$ cat src/rtl/muldiv_pkg.sv
// Shared encodings and defaults for the iterative multiply/divide sequencer.
package muldiv_pkg;

  localparam int WIDTH_DEF = 32;

  localparam logic [1:0] OP_UMULL = 2'b00;
  localparam logic [1:0] OP_SMULL = 2'b01;
  localparam logic [1:0] OP_UDIV  = 2'b10;
  localparam logic [1:0] OP_RSVD  = 2'b11;

  typedef enum logic [1:0] {
    IDLE = 2'd0,
    CALC = 2'd1,
    DONE = 2'd2
  } state_t;

endpackage

$ cat src/rtl/muldiv_dp.sv
// Operand/accumulator datapath: shift-add multiply, restoring divide, final sign fix.
module muldiv_dp
  import muldiv_pkg::*;
#(
  parameter int WIDTH = WIDTH_DEF
) (
  input  logic               clk,
  input  logic               reset,
  input  logic               load,
  input  logic               step,
  input  logic               finish,
  input  logic [1:0]         op,
  input  logic [WIDTH-1:0]   src_a,
  input  logic [WIDTH-1:0]   src_b,
  output logic [WIDTH-1:0]   result_lo,
  output logic [WIDTH-1:0]   result_hi
);

  logic [1:0]         op_q;
  logic               neg_q;
  logic [2*WIDTH-1:0] a_q;
  logic [WIDTH-1:0]   b_q;
  logic [2*WIDTH-1:0] acc_q;

  logic [2*WIDTH-1:0] a_nx;
  logic [WIDTH-1:0]   b_nx;
  logic [2*WIDTH-1:0] acc_nx;
  logic [2*WIDTH-1:0] prod;
  logic [WIDTH+1:0]   diff;
  logic [WIDTH-1:0]   abs_a;
  logic [WIDTH-1:0]   abs_b;

  always_comb begin
    abs_a  = src_a[WIDTH-1] ? -src_a : src_a;
    abs_b  = src_b[WIDTH-1] ? -src_b : src_b;
    a_nx   = a_q;
    b_nx   = b_q;
    acc_nx = acc_q;
    // Divide: a_q holds the divisor, b_q shifts the dividend out and the quotient in.
    diff   = {1'b0, acc_q[WIDTH-1:0], b_q[WIDTH-1]} - {2'b00, a_q[WIDTH-1:0]};
    if (op_q == OP_UDIV) begin
      b_nx = {b_q[WIDTH-2:0], ~diff[WIDTH+1]};
      if (diff[WIDTH+1])
        acc_nx = {{WIDTH{1'b0}}, acc_q[WIDTH-2:0], b_q[WIDTH-1]};
      else
        acc_nx = {{WIDTH{1'b0}}, diff[WIDTH-1:0]};
    end else begin
      if (b_q[0])
        acc_nx = acc_q + a_q;
      a_nx = a_q << 1;
      b_nx = b_q >> 1;
    end
    prod = neg_q ? -acc_nx : acc_nx;
  end

  always_ff @(posedge clk) begin
    if (reset) begin
      op_q      <= OP_UMULL;
      neg_q     <= 1'b0;
      a_q       <= '0;
      b_q       <= '0;
      acc_q     <= '0;
      result_lo <= '0;
      result_hi <= '0;
    end else if (load) begin
      op_q  <= op;
      acc_q <= '0;
      case (op)
        OP_SMULL: begin
          a_q   <= {{WIDTH{1'b0}}, abs_a};
          b_q   <= abs_b;
          neg_q <= src_a[WIDTH-1] ^ src_b[WIDTH-1];
        end
        OP_UDIV: begin
          a_q   <= {{WIDTH{1'b0}}, src_b};
          b_q   <= src_a;
          neg_q <= 1'b0;
        end
        default: begin
          a_q   <= {{WIDTH{1'b0}}, src_a};
          b_q   <= src_b;
          neg_q <= 1'b0;
        end
      endcase
    end else if (step) begin
      a_q   <= a_nx;
      b_q   <= b_nx;
      acc_q <= acc_nx;
      if (finish) begin
        case (op_q)
          OP_UMULL, OP_SMULL: begin
            result_lo <= prod[WIDTH-1:0];
            result_hi <= prod[2*WIDTH-1:WIDTH];
          end
          OP_UDIV: begin
            result_lo <= b_nx;
            result_hi <= acc_nx[WIDTH-1:0];
          end
          default: begin
            result_lo <= '0;
            result_hi <= '0;
          end
        endcase
      end
    end
  end

endmodule

$ cat src/rtl/muldiv_seq.sv
// Start/busy/done sequencer: FSM and iteration counter around muldiv_dp.
// state | meaning
// IDLE  | waiting for Start, results held
// CALC  | one iteration per cycle, WIDTH cycles
// DONE  | one-cycle Done pulse, results valid
module muldiv_seq
  import muldiv_pkg::*;
#(
  parameter int WIDTH = WIDTH_DEF,
  parameter int CNT_W = 5
) (
  input  logic             clk,
  input  logic             reset,
  input  logic             Start,
  input  logic [1:0]       Op,
  input  logic [WIDTH-1:0] SrcA,
  input  logic [WIDTH-1:0] SrcB,
  input  logic             Kill,
  output logic             Busy,
  output logic             Done,
  output logic [WIDTH-1:0] ResultLo,
  output logic [WIDTH-1:0] ResultHi
);

  state_t           state;
  logic [CNT_W-1:0] cnt;
  logic             load;
  logic             step;
  logic             last;

  assign last = (cnt == CNT_W'(WIDTH - 1));
  assign load = (state == IDLE) && Start && !Kill;
  assign step = (state == CALC) && !Kill;

  always_ff @(posedge clk) begin
    if (reset || Kill) begin
      state <= IDLE;
      cnt   <= '0;
      Busy  <= 1'b0;
      Done  <= 1'b0;
    end else begin
      case (state)
        IDLE: begin
          if (Start) begin
            state <= CALC;
            cnt   <= '0;
            Busy  <= 1'b1;
          end
        end
        CALC: begin
          if (last) begin
            state <= DONE;
            Done  <= 1'b1;
          end else begin
            cnt <= cnt + 1'b1;
          end
        end
        DONE: begin
          state <= IDLE;
          Busy  <= 1'b0;
          Done  <= 1'b0;
        end
        default: begin
          state <= IDLE;
          Busy  <= 1'b0;
          Done  <= 1'b0;
        end
      endcase
    end
  end

  muldiv_dp #(.WIDTH(WIDTH)) u_dp (
    .clk       (clk),
    .reset     (reset),
    .load      (load),
    .step      (step),
    .finish    (step && last),
    .op        (Op),
    .src_a     (SrcA),
    .src_b     (SrcB),
    .result_lo (ResultLo),
    .result_hi (ResultHi)
  );

endmodule

$ cat config.mk
export PLATFORM = sky130hd
export DESIGN_NAME = muldiv_seq
export DESIGN_NICKNAME = d
export VERILOG_FILES = /design/src/rtl/muldiv_pkg.sv /design/src/rtl/muldiv_dp.sv /design/src/rtl/muldiv_seq.sv
export SDC_FILE = /design/constraint.sdc
export NUM_CORES = 1
export LEC_CHECK = 0
export CORE_MARGIN = 4
export CORE_UTILIZATION = 45
export CTS_CLUSTER_SIZE = 30
export DETAILED_ROUTE_END_ITERATION = 10
export PLACE_DENSITY = 0.71
export SLEW_MARGIN = 15
export SYNTH_ARGS = -nofsm -noshare
export SYNTH_HDL_FRONTEND = slang
export SYNTH_HIERARCHICAL = 1
export SYNTH_SLANG_ARGS = --single-unit
$ cat constraint.sdc
create_clock -name clk -period 10.72 [get_ports clk]
set_clock_uncertainty 0.15 [all_clocks]
set_input_delay 3.216 -clock clk [delete_from_list [all_inputs] [get_ports clk]]
set_output_delay 3.216 -clock clk [all_outputs]
set_load 0.01 [all_outputs]
==> run summary, run 1 <==
- **number of cells on the worst reg-to-reg path** 15
- **boundary pin count** 136
- **post-placement setup slack** 3.09 ns
- **Worst Hold Class** flop to flop
- **Final Slew Violations** 0
- **number of cells on the worst hold path** 2
- **FMAX** 141 MHz
- **setup TNS** 0 ns
- **antenna violations before repair** 0
- **Die W** 231 microns
- **fraction of layout instances using a drive strength above 1** 6.14%
- **I/O Buffers** 135
- **top flip-flop cell by instance count after synthesis** dfxtp_1
- **post-synthesis sequential area ratio** 21.1%
- **status** finished clean
- **Syn Inst Count** 3152
- **Flop pwr share** 31.6%
- **total power per unit cell area** 117 nW/um^2
- **CP arrival** 7.38 ns
- **Die Footprint** 53300 sq um
- **clock network fraction of total power** 39.3%
- **Seq cells post-synth** 236
- **via density per instance** 6.77
- **WL per Instance** 26.6 microns
- **commonest non-fill, non-tap cells in the layout** nor2_1 (365), nand2_1 (337), a21oi_1 (286), dfxtp_1 (235), o21ai_0 (163)
- **final number of setup-violating endpoints** 0
- **count of routing violations after the opening detailed-route iteration** 2911
- **terminus of the critical flop-to-flop path** u_dp/result_hi[30]$_SDFFE_PP0P_
- **core box area** 49100 sq um
- **Hold EP** u_dp/result_lo[10]$_SDFFE_PP0P_
- **most common cell type on the critical path** or4_1
- **CTS H-Tree Depth** 1
- **Final HPWL DP** 76100 microns
- **number of fill cells in the layout** 4974
- **sequential cell area** 4730 sq um
- **clock root buffer master** clkbuf_16
- **antenna fix cells** 0
- **data required time at the worst endpoint** 11.01 ns
- **final worst path period need** 7.09 ns
- **switching share of power** 36.6%
- **VDD IR max** 0.000121 V
- **internal power consumption** 1.86 mW
- **DRC** 0
- **Post-synth ARST share** 0%
- **vias** 25800
- **largest stage delay on the critical path** 0.62 ns
- **total congestion overflow** 0
- **Total Wirelength** 101000 microns
- **kind of end point of the critical path** flop
- **share of total power in combinational logic** 29.2%
- **hold path startpoint** u_dp/result_lo[10]$_SDFFE_PP0P_
- **Post-Syn Area per Cell** 7.09 sq um
- **relative max-transition margin** 16.8%
- **slew at the pin closest to its max-slew limit** 1.24 ns
- **post-CTS sizing** 0
- **number of antenna-violating nets in the routed design** 0
- **vias in the first global route** 23800
- **largest net degree at the start of global routing** 141
- **TritonCTS clock tree** done
- **cell breakdown of the critical path** clkdlybuf4s50_1, nor3_1, nor3b_1, nand3_1, or4_1, or4_1, or4_1, o21ai_0, nor3_1, a21o_1, a221oi_1, a211oi_1
- **synthesized netlist net count** 3326
- **global-route wire length before repair** 150000 microns
- **total clock buffers created by CTS** 30
- **worst reg2reg setup slack** 4.00 ns
- **Critical R2R Launch** u_dp/a_q[8]$_SDFFE_PP0P_
- **non-filler instance count after layout** 3806
- **unrepaired setup endpoints after global routing** no
- **Post-layout nets** 3292
- **footprint of the multi-input gates** 16300 sq um
- **path type of the worst setup path** input pin to flop
- **global routing usage summed across all routing layers** 35.8%
- **final count of hold timing violations** 0
- **hold_buf cts** 0
- **Max Buffers Root-to-Sink** 3
- **Synthesis Warnings** 6
- **post-CTS repair timing setup buffer count** 0
- **placed instance count** 3750
- **portion of the clock cycle consumed by the worst path in the final layout** 66.2%
- **Syn Std Cell Area** 22300 sq um
- **number of iterations in the first detailed-routing pass** 6
- **Leakage** 9.04 nW
- **# clock sinks** 236
- **clock-pin slew of the registers on the worst-case setup and hold paths** 0.06 ns
- **starting density of the core** 45.5%
- **most frequent standard cell in the layout excluding fill and tap cells** nor2_1
- **post-route setup slack** 3.63 ns
- **number of synthesized flops with an enable pin** 0
- **CP max FO** 6
- **Synth cell types** 104
- **tightest hold margin** 0.320 ns
- **max cap viols** 0
- **cell row count** 81
- **area growth from synthesis to final layout** 12.3%
- **Die Y-Extent** 231 microns
- **switching power** 1.08 mW
- **clock latency on the worst-skew pair** 0.61 ns
- **library cell contributing the largest single delay on the critical path** or4_1
- **kind of start point of the critical path** input pin
- **weighted congestion reported at the end of routability-driven placement** 1.02
[logic make-up (layout without fill, tap and decap cells)]
family / after synthesis / in the layout / synth area share, %
AO/OA/AOI/OAI: 1171 / 1171 / 36.2
AND/OR/NAND/NOR: 1145 / 1145 / 24.3
buffers and inverters: 343 / 333 / 6.14
flip-flops: 236 / 236 / 21.1
adder cells (fa/ha/maj): 104 / 104 / 5.89
XOR/XNOR: 103 / 103 / 4.04
multiplexers: 50 / 50 / 2.27
[power by group through the flow]
stage | Clock, mW | Combinational, mW | Sequential (mW)
after CTS | 1.17 | 0.831 | 0.925
final | 1.15 | 0.857 | 0.927
after detailed placement | 0 | 0.826 | 0.944
after floorplan | 0 | 0.528 | 0.929
after global routing | 1.21 | 0.895 | 0.927
after global placement | 0 | 0.819 | 0.943
[routing by layer]
| metal | GRT usage (%) | wire length [microns] | vias up |
|---|---|---|---|
| li1 | - | - | 11800 |
| met1 | 44.5 | 40000 | 12300 |
| met2 | 60.1 | 47000 | 1359 |
| met3 | 4.95 | 7830 | 265 |
| met4 | 19.4 | 6370 | 0 |
| met5 | 0 | 0 | - |
[area by class of cell]
| cell class | count | area share (%) |
|---|---|---|
| Timing Repair Buffer | 178 | 6.81 |
| Clock buffer | 38 | 3.23 |
| Inverter | 99 | 1.48 |
| Sequential cell | 236 | 18.8 |
| Tap cell | 664 | 3.31 |
| Clock inverter | 18 | 1.22 |
| Multi-Input combinational cell | 2573 | 65.1 |
[stage by stage]
| step | util (%) | power, mW | area, sq um |
|---|---|---|---|
| 2_1_floorplan | - | 1.46 | 22300 |
| 3_3_place_gp | 48.9 | 1.76 | 24000 |
| 3_5_place_dp | 48.9 | 1.77 | 24000 |
| 4_1_cts | 51.1 | 2.93 | 25100 |
| 5_1_grt | 51.2 | 3.03 | 25100 |
| 6_report | 51.2 | 2.94 | 25100 |
[registers in the layout, indices dropped and copies added (netlist names), 2 cells and up]
signal and cells:
state 2, cnt 5, u_dp/acc_q 64, u_dp/b_q 32
u_dp/a_q 64, u_dp/op_q 2, u_dp/result_hi 32, u_dp/result_lo 32
[how the worst max path moves through the flow]
stage | startpoint | to | slack, ns | depth (start not counted)
2_1_floorplan | SrcB[4] | u_dp/b_q[26]$_SDFFE_PP0P_ | 4.18 | 11
3_3_place_gp | SrcB[3] | u_dp/b_q[26]$_SDFFE_PP0P_ | 3.14 | 12
3_5_place_dp | SrcB[3] | u_dp/b_q[26]$_SDFFE_PP0P_ | 3.09 | 12
4_1_cts | SrcB[3] | u_dp/b_q[26]$_SDFFE_PP0P_ | 3.72 | 12
5_1_grt | SrcB[3] | u_dp/b_q[30]$_SDFFE_PP0P_ | 3.30 | 12
6_report | SrcB[3] | u_dp/b_q[30]$_SDFFE_PP0P_ | 3.63 | 12
[critical path: cells and delay by family]
family	cells	cell delay, ns
buf+inv	1	0.53
simple gates	7	2.80
compound gates	4	0.84
[synth_stat cells (all sizes together) (30+ instances only)]
| cell type | n | share of area [%] |
|---|---|---|
| nor2 | 369 | 6.2 |
| nand2 | 338 | 5.7 |
| a21oi | 290 | 6.5 |
| dfxtp | 236 | 21 |
| o21ai | 186 | 4.2 |
| clkbuf | 180 | 3.0 |
| nor3 | 107 | 2.5 |
| ha | 102 | 5.7 |
| inv | 98 | 1.6 |
| a22oi | 79 | 2.7 |
| o211ai | 78 | 2.7 |
| nand4 | 74 | 2.1 |
| a211oi | 73 | 2.6 |
| buf | 64 | 1.5 |
| a21o | 63 | 2.1 |
| xnor2 | 62 | 2.4 |
| a31oi | 61 | 1.7 |
| o31ai | 56 | 2.0 |
| mux2i | 44 | 2.0 |
| nand3 | 41 | 0.94 |
| xor2 | 41 | 1.6 |
| or3 | 36 | 1.0 |
| a221oi | 30 | 1.4 |
Note: power is estimated with default switching activity, not from simulation.
==> run 2: changes to the inputs <==
==> constraint.sdc (replaced) <==
create_clock -name clk -period 6.8 [get_ports clk]
set_clock_uncertainty 0.15 [all_clocks]
set_input_delay 2.04 -clock clk [delete_from_list [all_inputs] [get_ports clk]]
set_output_delay 2.04 -clock clk [all_outputs]
set_load 0.01 [all_outputs]
==> run 2 against run 1 <==
Compared with the run above: count of clock-buffer cells in the layout is 4 lower; cell count is 0.29% higher; sequential share of layout area hardly changed; via count is 0.73% higher; wire length is 2.5% lower; non-clock buffer count is 13 higher; design area is 0.11% lower; worst hold slack worse by 0.0081 ns; critical path depth is 4 higher; worst setup slack worse by 2.9 ns; first-iteration DRC count is 12% higher; combinational power is 58% higher; critical path type is now flop to flop; critical endpoint is now u_dp/result_hi[31]$_SDFFE_PP0P_; highest routed layer unchanged.
==> run summary, run 2 (same netlist as run 1, synthesis figures left out) <==
- **DRC** 0
- **relative max-transition margin** 28.3%
- **global-route wire length before repair** 148000 microns
- **count of routing violations after the opening detailed-route iteration** 3248
- **Top Registers** u_dp/a_q (64), u_dp/acc_q (64)
- **portion of the clock cycle consumed by the worst path in the final layout** 88.9%
- **CTS H-Tree Depth** 1
- **Die Y-Extent** 231 microns
- **CP max FO** 16
- **TritonCTS clock tree** done
- **final count of hold timing violations** 0
- **kind of start point of the critical path** flop
- **total clock buffers created by CTS** 30
- **area growth from synthesis to final layout** 12.2%
- **post-CTS repair timing setup buffer count** 0
- **number of antenna-violating nets in the routed design** 0
- **cell row count** 81
- **number of fill cells in the layout** 4906
- **antenna fix cells** 0
- **Post-layout nets** 3305
- **post-CTS sizing** 0
- **vias in the first global route** 23700
- **number of iterations in the first detailed-routing pass** 6
- **path type of the worst setup path** flop to flop
- **CP arrival** 6.33 ns
- **core box area** 49100 sq um
- **VDD IR max** 0.000204 V
- **dpl cell area** 24100 sq um
- **unrepaired setup endpoints after global routing** no
- **fraction of layout instances using a drive strength above 1** 6.63%
- **setup TNS** 0 ns
- **clock-pin slew of the registers on the worst-case setup and hold paths** 0.07 ns
- **data required time at the worst endpoint** 7.09 ns
- **commonest non-fill, non-tap cells in the layout** nor2_1 (365), nand2_1 (337), a21oi_1 (286), dfxtp_1 (235), o21ai_0 (163)
- **most frequent standard cell in the layout excluding fill and tap cells** nor2_1
- **hold_buf cts** 0
- **clock root buffer master** clkbuf_16
- **clock latency on the worst-skew pair** 0.61 ns
- **WL per Instance** 25.9 microns
- **starting density of the core** 45.5%
- **final worst path period need** 6.04 ns
- **slew at the pin closest to its max-slew limit** 1.07 ns
- **final number of setup-violating endpoints** 0
- **weighted congestion reported at the end of routability-driven placement** 1.07
- **Final HPWL DP** 74800 microns
- **global routing usage summed across all routing layers** 35.1%
- **Leakage** 9.05 nW
- **I/O Buffers** 135
- **total power per unit cell area** 178 nW/um^2
- **Die W** 231 microns
- **# clock sinks** 236
- **Max Buffers Root-to-Sink** 3
- **largest net degree at the start of global routing** 137
- **Worst Hold Class** flop to flop
- **vias** 25900
- **Final Slew Violations** 0
- **Total Wirelength** 98700 microns
- **Die Footprint** 53300 sq um
- **boundary pin count** 136
- **total congestion overflow** 0
- **FMAX** 165 MHz
- **antenna violations before repair** 0
- **status** finished clean
- **final cell area excluding filler cells** 25100 sq um
- **max cap viols** 0
- **kind of end point of the critical path** flop
- **via density per instance** 6.80
run 2: final timing paths:
path                                        from                         endpoint  slack (ns)  cells past startpoint
setup / recovery       u_dp/a_q[12]$_SDFFE_PP0P_  u_dp/result_hi[31]$_SDFFE_PP0P_        0.76                     16
hold / removal    u_dp/result_lo[7]$_SDFFE_PP0P_   u_dp/result_lo[7]$_SDFFE_PP0P_        0.31                      2
setup reg to reg       u_dp/a_q[12]$_SDFFE_PP0P_  u_dp/result_hi[31]$_SDFFE_PP0P_        0.76                     16
hold reg to reg   u_dp/result_lo[7]$_SDFFE_PP0P_   u_dp/result_lo[7]$_SDFFE_PP0P_        0.31                      2
run 2: through the flow:
stage	hold slack (ns)	util (%)	instances	worst slack [ns]	power (mW)
6_report	0.312	51.1	3817	0.756	4.45
5_1_grt	0.336	51.1	3817	0.411	4.59
4_1_cts	0.314	51.1	3817	0.886	4.41
3_5_place_dp	0.305	49.0	3763	0.292	2.78
3_3_place_gp	0.301	49.0	3762	0.294	2.77
2_1_floorplan	0.298	-	3152	1.44	2.30
run 2: area by class of cell:
cell class / count / area, sq um / share of cell area, %
inverters: 99 / 372 / 1.48
well taps: 664 / 831 / 3.31
clock buffers: 34 / 806 / 3.21
clock inverters: 20 / 205 / 0.819
repair buffers: 191 / 1800 / 7.19
multi-input cells: 2573 / 16300 / 65.1
flip-flops and latches: 236 / 4730 / 18.9
run 2: power breakdown:
part / switching, mW / internal (mW)
clock network: 0.705 / 0.934
registers: 0.0433 / 1.41
logic: 0.934 / 0.419
total: 1.68 / 2.77
run 2: worst max-delay path: stages (launching register included):
cell and delay, ns:
dfxtp_1 0.52, inv_1 0.08, ha_1 0.46, and4_1 0.31, nand2_1 0.14, o221ai_1 0.36
o211ai_1 0.19, nand3_1 0.43, buf_4 0.33, mux2_2 0.41, o21ai_1 0.21, nand4b_1 0.22
nor3_2 0.77, nand4_2 0.46, nor4_1 0.46, mux2i_1 0.25, o22ai_1 0.10
run 2: metal layers:
| metal | global-route usage [%] | vias to the layer above | part of all wire [%] |
|---|---|---|---|
| met4 | 15.3 | 0 | 5.3 |
| met5 | 0 | - | 0 |
| met1 | 47.0 | 12400 | 41 |
| met2 | 56.2 | 1502 | 45 |
| met3 | 5.21 | 249 | 8.8 |
| li1 | - | 11800 | - |
